## config.mk

```make
export PLATFORM = sky130hd
export DESIGN_NAME = fp_mul_booth_seq_flat
export DESIGN_NICKNAME = d
export VERILOG_FILES = /design/src/rtl/fp_mul_booth_seq_if.sv /design/src/rtl/fp_mul_booth_seq.sv /design/src/flat_wrapper.sv
export SDC_FILE = /design/constraint.sdc
export NUM_CORES = 1
export LEC_CHECK = 0
export ABC_AREA = 1
export CORE_UTILIZATION = 53
export DETAILED_ROUTE_END_ITERATION = 8
export PLACE_DENSITY = 0.79
export SYNTH_ARGS = -nofsm -noshare
export SYNTH_HDL_FRONTEND = slang
export SYNTH_SLANG_ARGS = --single-unit
```

## constraint.sdc

```tcl
create_clock -name clk -period 6.75 [get_ports clk]
set_input_delay 1.35 -clock clk [delete_from_list [all_inputs] [get_ports clk]]
set_output_delay 1.35 -clock clk [all_outputs]
set_load 0.05 [all_outputs]
```

## src/rtl/fp_mul_booth_seq_if.sv

```systemverilog
// Operand/result handshake bundle for the iterative FP mantissa multiplier.
// The master drives operands and out_ready; the slave (the multiplier) drives results.
interface fp_mul_booth_seq_if #(
    parameter int unsigned FRC_W = 23,
    parameter int unsigned EXP_W = 8
);
    localparam int unsigned FP_W   = 1 + EXP_W + FRC_W;
    localparam int unsigned PROD_W = 2 * (FRC_W + 1);
    localparam int unsigned ES_W   = EXP_W + 2;

    logic              in_valid;
    logic              in_ready;
    logic [FP_W-1:0]   fp_X;
    logic [FP_W-1:0]   fp_Y;
    logic [2:0]        r_mode;
    logic              out_valid;
    logic              out_ready;
    logic [PROD_W-1:0] frc_Z_full;
    logic              sign_Z;
    logic [ES_W-1:0]   exp_sum;
    logic [2:0]        r_mode_o;
    logic              z_zero;
    logic              z_inf;
    logic              z_nan;

    modport master (
        output in_valid, fp_X, fp_Y, r_mode, out_ready,
        input  in_ready, out_valid, frc_Z_full, sign_Z, exp_sum, r_mode_o,
               z_zero, z_inf, z_nan
    );

    modport slave (
        input  in_valid, fp_X, fp_Y, r_mode, out_ready,
        output in_ready, out_valid, frc_Z_full, sign_Z, exp_sum, r_mode_o,
               z_zero, z_inf, z_nan
    );
endinterface

```

## src/rtl/fp_mul_booth_seq.sv

```systemverilog
// Iterative radix-4 Booth mantissa multiplier for single-precision FP multiply.
// Accepts one operand pair, retires one Booth digit per cycle for 13 cycles, then
// presents the raw 48-bit mantissa product with sign, exponent sum and special flags.
module fp_mul_booth_seq #(
    parameter int unsigned FRC_W = 23,
    parameter int unsigned EXP_W = 8,
    parameter int unsigned BIAS  = 127
) (
    input logic               clk,
    input logic               rst,
    fp_mul_booth_seq_if.slave bus
);
    localparam int unsigned MANT_W = FRC_W + 1;
    localparam int unsigned PROD_W = 2 * MANT_W;
    localparam int unsigned ACC_W  = PROD_W + 4;
    // Multiplier is {2'b00, hidden, fraction, 1'b0}; the appended zero seeds digit 0.
    localparam int unsigned MUL_W  = MANT_W + 3;
    localparam int unsigned N_ITER = (MUL_W - 1) / 2;
    localparam int unsigned ES_W   = EXP_W + 2;
    localparam logic [3:0]  LastCnt = 4'(N_ITER - 1);

    typedef enum logic [1:0] {
        StIdle = 2'd0,
        StBusy = 2'd1,
        StDone = 2'd2
    } state_e;

    state_e state_q, state_d;

    logic [ACC_W-1:0]  acc_q, acc_d;
    logic [ACC_W-1:0]  mcand_q, mcand_d;
    logic [MUL_W-1:0]  mplier_q, mplier_d;
    logic [3:0]        cnt_q, cnt_d;

    // Operand attributes captured at accept, published with the product.
    logic              sign_q, sign_d;
    logic [ES_W-1:0]   exp_q, exp_d;
    logic [2:0]        rm_q, rm_d;
    logic              zero_q, zero_d;
    logic              inf_q, inf_d;
    logic              nan_q, nan_d;

    // Result registers; only loaded on the final Booth step.
    logic [PROD_W-1:0] frc_o_q, frc_o_d;
    logic              sign_o_q, sign_o_d;
    logic [ES_W-1:0]   exp_o_q, exp_o_d;
    logic [2:0]        rm_o_q, rm_o_d;
    logic              zero_o_q, zero_o_d;
    logic              inf_o_q, inf_o_d;
    logic              nan_o_q, nan_o_d;

    logic [EXP_W-1:0]  ex, ey, ex_eff, ey_eff;
    logic [FRC_W-1:0]  fx, fy;
    logic              hx, hy;
    logic              x_sub, y_sub, x_max, y_max, x_inf, y_inf, x_nan, y_nan;
    logic              z_nan_c, z_inf_c, z_zero_c;
    logic [ES_W-1:0]   exp_sum_c;
    logic [ACC_W-1:0]  pp;

    // Field decode and special-case classification of the incoming operands.
    always_comb begin
        ex        = bus.fp_X[FRC_W +: EXP_W];
        ey        = bus.fp_Y[FRC_W +: EXP_W];
        fx        = bus.fp_X[FRC_W-1:0];
        fy        = bus.fp_Y[FRC_W-1:0];
        hx        = |ex;
        hy        = |ey;
        x_sub     = (ex == '0);
        y_sub     = (ey == '0);
        x_max     = &ex;
        y_max     = &ey;
        x_inf     = x_max && (fx == '0);
        y_inf     = y_max && (fy == '0);
        x_nan     = x_max && (fx != '0);
        y_nan     = y_max && (fy != '0);
        // Subnormals share the exponent of the smallest normal.
        ex_eff    = x_sub ? EXP_W'(1) : ex;
        ey_eff    = y_sub ? EXP_W'(1) : ey;
        exp_sum_c = {2'b00, ex_eff} + {2'b00, ey_eff} - ES_W'(BIAS);
        z_nan_c   = x_nan | y_nan | (x_inf & y_sub) | (y_inf & x_sub);
        z_inf_c   = (x_inf | y_inf) & ~z_nan_c;
        z_zero_c  = ((x_sub & ~y_max) | (y_sub & ~x_max)) & ~z_nan_c;
    end

    // Booth partial product from the low multiplier triplet; mcand_q is pre-shifted by 2i.
    always_comb begin
        pp = '0;
        unique case (mplier_q[2:0])
            3'b000, 3'b111: pp = '0;
            3'b001, 3'b010: pp = mcand_q;
            3'b011:         pp = mcand_q << 1;
            3'b100:         pp = -(mcand_q << 1);
            3'b101, 3'b110: pp = -mcand_q;
            default:        pp = '0;
        endcase
    end

    // Next-state logic: accept in idle, one digit per busy cycle, hold in done.
    always_comb begin
        state_d  = state_q;
        acc_d    = acc_q;
        mcand_d  = mcand_q;
        mplier_d = mplier_q;
        cnt_d    = cnt_q;
        sign_d   = sign_q;
        exp_d    = exp_q;
        rm_d     = rm_q;
        zero_d   = zero_q;
        inf_d    = inf_q;
        nan_d    = nan_q;
        frc_o_d  = frc_o_q;
        sign_o_d = sign_o_q;
        exp_o_d  = exp_o_q;
        rm_o_d   = rm_o_q;
        zero_o_d = zero_o_q;
        inf_o_d  = inf_o_q;
        nan_o_d  = nan_o_q;

        unique case (state_q)
            StIdle: begin
                if (bus.in_valid) begin
                    acc_d    = '0;
                    cnt_d    = '0;
                    mcand_d  = ACC_W'({hx, fx});
                    mplier_d = {2'b00, hy, fy, 1'b0};
                    sign_d   = bus.fp_X[EXP_W+FRC_W] ^ bus.fp_Y[EXP_W+FRC_W];
                    exp_d    = exp_sum_c;
                    rm_d     = bus.r_mode;
                    zero_d   = z_zero_c;
                    inf_d    = z_inf_c;
                    nan_d    = z_nan_c;
                    state_d  = StBusy;
                end
            end
            StBusy: begin
                acc_d    = acc_q + pp;
                mcand_d  = mcand_q << 2;
                mplier_d = mplier_q >> 2;
                cnt_d    = cnt_q + 4'd1;
                if (cnt_q == LastCnt) begin
                    // Final sum is non-negative and fits in PROD_W bits.
                    frc_o_d  = acc_d[PROD_W-1:0];
                    sign_o_d = sign_q;
                    exp_o_d  = exp_q;
                    rm_o_d   = rm_q;
                    zero_o_d = zero_q;
                    inf_o_d  = inf_q;
                    nan_o_d  = nan_q;
                    state_d  = StDone;
                end
            end
            StDone: begin
                if (bus.out_ready) begin
                    state_d = StIdle;
                end
            end
            default: state_d = StIdle;
        endcase
    end

    // FSM state register.
    always_ff @(posedge clk or posedge rst) begin
        if (rst) begin
            state_q <= StIdle;
        end else begin
            state_q <= state_d;
        end
    end

    // Datapath and result registers.
    always_ff @(posedge clk or posedge rst) begin
        if (rst) begin
            acc_q    <= '0;
            mcand_q  <= '0;
            mplier_q <= '0;
            cnt_q    <= '0;
            sign_q   <= 1'b0;
            exp_q    <= '0;
            rm_q     <= '0;
            zero_q   <= 1'b0;
            inf_q    <= 1'b0;
            nan_q    <= 1'b0;
            frc_o_q  <= '0;
            sign_o_q <= 1'b0;
            exp_o_q  <= '0;
            rm_o_q   <= '0;
            zero_o_q <= 1'b0;
            inf_o_q  <= 1'b0;
            nan_o_q  <= 1'b0;
        end else begin
            acc_q    <= acc_d;
            mcand_q  <= mcand_d;
            mplier_q <= mplier_d;
            cnt_q    <= cnt_d;
            sign_q   <= sign_d;
            exp_q    <= exp_d;
            rm_q     <= rm_d;
            zero_q   <= zero_d;
            inf_q    <= inf_d;
            nan_q    <= nan_d;
            frc_o_q  <= frc_o_d;
            sign_o_q <= sign_o_d;
            exp_o_q  <= exp_o_d;
            rm_o_q   <= rm_o_d;
            zero_o_q <= zero_o_d;
            inf_o_q  <= inf_o_d;
            nan_o_q  <= nan_o_d;
        end
    end

    assign bus.in_ready   = (state_q == StIdle);
    assign bus.out_valid  = (state_q == StDone);
    assign bus.frc_Z_full = frc_o_q;
    assign bus.sign_Z     = sign_o_q;
    assign bus.exp_sum    = exp_o_q;
    assign bus.r_mode_o   = rm_o_q;
    assign bus.z_zero     = zero_o_q;
    assign bus.z_inf      = inf_o_q;
    assign bus.z_nan      = nan_o_q;
endmodule

```

## src/flat_wrapper.sv

```systemverilog
// flat-port wrapper written by rule: the top's interface ports become plain ports
module fp_mul_booth_seq_flat 
#(
    parameter int unsigned FRC_W = 23,
    parameter int unsigned EXP_W = 8,
    parameter int unsigned BIAS  = 127
)
  (clk, rst, bus_in_valid, bus_fp_X, bus_fp_Y, bus_r_mode, bus_out_ready, bus_in_ready, bus_out_valid, bus_frc_Z_full, bus_sign_Z, bus_exp_sum, bus_r_mode_o, bus_z_zero, bus_z_inf, bus_z_nan);
  fp_mul_booth_seq_if #(.FRC_W(FRC_W), .EXP_W(EXP_W)) bus_i ();
  input logic clk;
  input logic rst;
  input wire logic [$bits(bus_i.in_valid)-1:0] bus_in_valid;
  input wire logic [$bits(bus_i.fp_X)-1:0] bus_fp_X;
  input wire logic [$bits(bus_i.fp_Y)-1:0] bus_fp_Y;
  input wire logic [$bits(bus_i.r_mode)-1:0] bus_r_mode;
  input wire logic [$bits(bus_i.out_ready)-1:0] bus_out_ready;
  output wire logic [$bits(bus_i.in_ready)-1:0] bus_in_ready;
  output wire logic [$bits(bus_i.out_valid)-1:0] bus_out_valid;
  output wire logic [$bits(bus_i.frc_Z_full)-1:0] bus_frc_Z_full;
  output wire logic [$bits(bus_i.sign_Z)-1:0] bus_sign_Z;
  output wire logic [$bits(bus_i.exp_sum)-1:0] bus_exp_sum;
  output wire logic [$bits(bus_i.r_mode_o)-1:0] bus_r_mode_o;
  output wire logic [$bits(bus_i.z_zero)-1:0] bus_z_zero;
  output wire logic [$bits(bus_i.z_inf)-1:0] bus_z_inf;
  output wire logic [$bits(bus_i.z_nan)-1:0] bus_z_nan;
  assign bus_i.in_valid = bus_in_valid;
  assign bus_i.fp_X = bus_fp_X;
  assign bus_i.fp_Y = bus_fp_Y;
  assign bus_i.r_mode = bus_r_mode;
  assign bus_i.out_ready = bus_out_ready;
  assign bus_in_ready = bus_i.in_ready;
  assign bus_out_valid = bus_i.out_valid;
  assign bus_frc_Z_full = bus_i.frc_Z_full;
  assign bus_sign_Z = bus_i.sign_Z;
  assign bus_exp_sum = bus_i.exp_sum;
  assign bus_r_mode_o = bus_i.r_mode_o;
  assign bus_z_zero = bus_i.z_zero;
  assign bus_z_inf = bus_i.z_inf;
  assign bus_z_nan = bus_i.z_nan;
  fp_mul_booth_seq #(.FRC_W(FRC_W), .EXP_W(EXP_W), .BIAS(BIAS)) u_core (.clk(clk), .rst(rst), .bus(bus_i));
endmodule
```

==> results.sh <==
export IMPL_placementRows=59
export IMPL_finalSetupViolations=0
export IMPL_maxCapViolCount=0
export IMPL_io_buffers=137
export IMPL_syn_num_nets=2141
export IMPL_postCtsSetupRepairBufs=0
export IMPL_grt_max_degree=129
export IMPL_io_pins=138
export IMPL_numClockSinks=209
export IMPL_detail_route_first_pass_iterations=9
export IMPL_synth_area_leaders="dfrtp_1 (37%), nand2_1 (15%), ha_1 (5.2%)"
export IMPL_final_cell_mix="nand2_1 (571), dfrtp_1 (209), inv_1 (193)"
export IMPL_fin_tns_setup_ns=0
export IMPL_violations="DRC"
export IMPL_holdPathEnd="u_core.bus.sign_Z"
export IMPL_grtUsageTotal_pct=33.7
export IMPL_final_hold_viol_count=0
export IMPL_cts_resized=0
export IMPL_r2r_cells=20
export IMPL_syn_avg_cell_area_um2=7.11
export IMPL_wl_per_cell_um=18.7
export IMPL_fin_skew_ns=0.0131
export IMPL_synth_edf_count=0
export IMPL_insertion_delay_ns=0.54
export IMPL_min_path_cells=2
export IMPL_cts_buffers=25
export IMPL_period_minus_slack_ns=4.26
export IMPL_ys_seq_area_share_pct=36.6
export IMPL_wl_um=45900
export IMPL_ys_flop_type="dfrtp_1"
export IMPL_die_width_um=166
export IMPL_route_detailed_drc=12
export IMPL_tritoncts="built"
export IMPL_fmax_ghz=0.235
export IMPL_ys_ff_latch=209
export IMPL_syn_instance_count=2009
export IMPL_num_vias=14300
export IMPL_finalNetCount=2241
export IMPL_layout_drive_gt1_share_pct=5.79
export IMPL_overflow=0
export IMPL_reg2reg_to="u_core.bus.frc_Z_full[47]"
export IMPL_cts_buffer_depth=3
export IMPL_synth_area_leader_cell="dfrtp_1"
export IMPL_post_route_period_util_pct=63.2
export IMPL_root_buffer="clkbuf_16"
export IMPL_grt_pass1_wl_um=73900
export IMPL_antenna_found_initial=0
export IMPL_core_region_area_mm2=0.0262
export IMPL_vias_per_cell=5.82
export IMPL_die_height_um=166
export IMPL_ant_nets=0
export IMPL_synth_area_mm2=0.0143
export IMPL_diodes=0
export IMPL_postLayoutCellArea_mm2=0.0168
export IMPL_area_growth_pct=17.3
export IMPL_critPathMaxFanout=5
export IMPL_status="finished, violations left"
export IMPL_path_clk_slew_ns=0.06
export IMPL_maxSlewViolCount=0
export IMPL_yosysWarnings=0
export IMPL_final_common_cell="nand2_1"
export IMPL_min_from="u_core.bus.sign_Z"
export IMPL_crit_path_start_kind="flop"
export IMPL_async_flop_share_pct=100
export IMPL_initial_core_util_pct=54.5
export IMPL_grt_pass1_vias=13900
export IMPL_rsz0062_at_grt="no"
export IMPL_placed_area_mm2=0.0159
export IMPL_ys_types=52
export IMPL_hold_buffers=0
export IMPL_place_congestion=1.04
export IMPL_relSlewSlack_pct=31.6
export IMPL_hold_path_class="flop to flop"
export IMPL_arrival_ns=4.73
export IMPL_synth_top_area_share_pct=36.6
export IMPL_drtIter0Drc=1187
export IMPL_r2r_start="u_core.mcand_q[38]"
export IMPL_hpwl_um=34800
export IMPL_end_kind="flop"
export IMPL_htreeDepth=1
export IMPL_tightest_slew_ns=1.03
export IMPL_reg2reg_setup_slack_ns=2.49
export IMPL_crit_required_ns=7.22
export IMPL_dieArea_mm2=0.0276
export IMPL_critPathKind="flop to flop"
routing by layer:
metal	vias up	GRT usage [%]	wire, µm
met5	-	0	0
met4	0	15.3	2210
met3	112	4.98	3220
met2	577	54.3	20800
met1	6738	45.0	19700
li1	6892	-	-
registers in the layout (all words and copies together) (netlist names):
signal and count:
u_core.acc_q 48, u_core.bus.exp_sum 10, u_core.bus.frc_Z_full 48, u_core.bus.r_mode_o 3, u_core.bus.sign_Z 1, u_core.bus.z_inf 1, u_core.bus.z_nan 1, u_core.bus.z_zero 1
u_core.cnt_q 4, u_core.exp_q 10, u_core.inf_q 1, u_core.mcand_q 48, u_core.mplier_q 25, u_core.nan_q 1, u_core.rm_q 3, u_core.sign_q 1
u_core.state_q 2, u_core.zero_q 1
worst max path at each step:
stage	from	end	slack, ns	cells after the start
floorplan	rst	u_core.acc_q[0]	2.69	1
global route	u_core.mcand_q[38]	u_core.bus.frc_Z_full[47]	2.28	20
finish	u_core.mcand_q[38]	u_core.bus.frc_Z_full[47]	2.49	20
global placement	bus_in_valid	u_core.mcand_q[23]	2.63	8
CTS	u_core.mcand_q[1]	u_core.bus.frc_Z_full[41]	2.62	20
detailed placement	bus_fp_Y[24]	u_core.exp_q[7]	2.55	17
cell families (layout without fill, tap and decap cells):
group	count (synthesis)	count (layout)	synth area share [%]
flip-flops	209	209	36.6
buffers and inverters	289	405	7.71
XOR/XNOR	60	60	3.68
AO/OA/AOI/OAI	375	375	15.4
AND/OR/NAND/NOR	1014	1014	31.1
adder cells (fa/ha/maj)	61	61	5.45
multiplexers	1	1	0.0701
cell type report:
type	instances	area (µm²)
clock inverters	9	151
flip-flops and latches	209	5230
inverters	211	798
repair buffers	151	1490
clock buffers	34	699
multi-input cells	1511	7970
fillers	2377	9450
well taps	335	419
through the flow:
| step | setup slack (ns) | utilization (%) | hold WS [ns] | instances |
|---|---|---|---|---|
| after CTS | 2.62 | 63.9 | 0.474 | 2460 |
| final | 2.49 | 63.9 | 0.471 | 2460 |
| after global routing | 2.28 | 63.9 | 0.495 | 2460 |
| after floorplan | 2.69 | - | 0.446 | 2009 |
| after detailed placement | 2.55 | 60.7 | 0.459 | 2417 |
| after global placement | 2.63 | 60.7 | 0.454 | 2417 |
synth_stat cells (all sizes together), types with 7 or more instances:
cell     count
nand2      581
dfrtp      209
inv        207
nor2       194
nand3      141
o21ai      129
a21oi      104
clkbuf      71
o22ai       70
ha          59
xor2        53
nand4       36
nor3        26
a22oi       19
nand3b      15
o2111ai     13
or2         11
nor4         9
o221ai       9
o21a         8
buf          7
xnor2        7
worst max-delay path: stages (launching register included):
cell	delay, ns
dfrtp_1	0.44
inv_1	0.17
nand2_1	0.09
nor3_1	0.28
nand2_1	0.13
nor3_1	0.32
nand4_1	0.29
or2_1	0.30
nand3_1	0.07
o2111ai_1	0.23
ha_1	0.44
nand2_1	0.12
nor3_1	0.30
nand2_1	0.15
nor2_1	0.17
nand3_1	0.09
nand3_1	0.13
inv_1	0.05
nand3_1	0.09
nand3_1	0.20
nand2_1	0.13
Power is not shown: default switching activity piles up to over one toggle a cycle in this logic, so the estimate is an artifact.
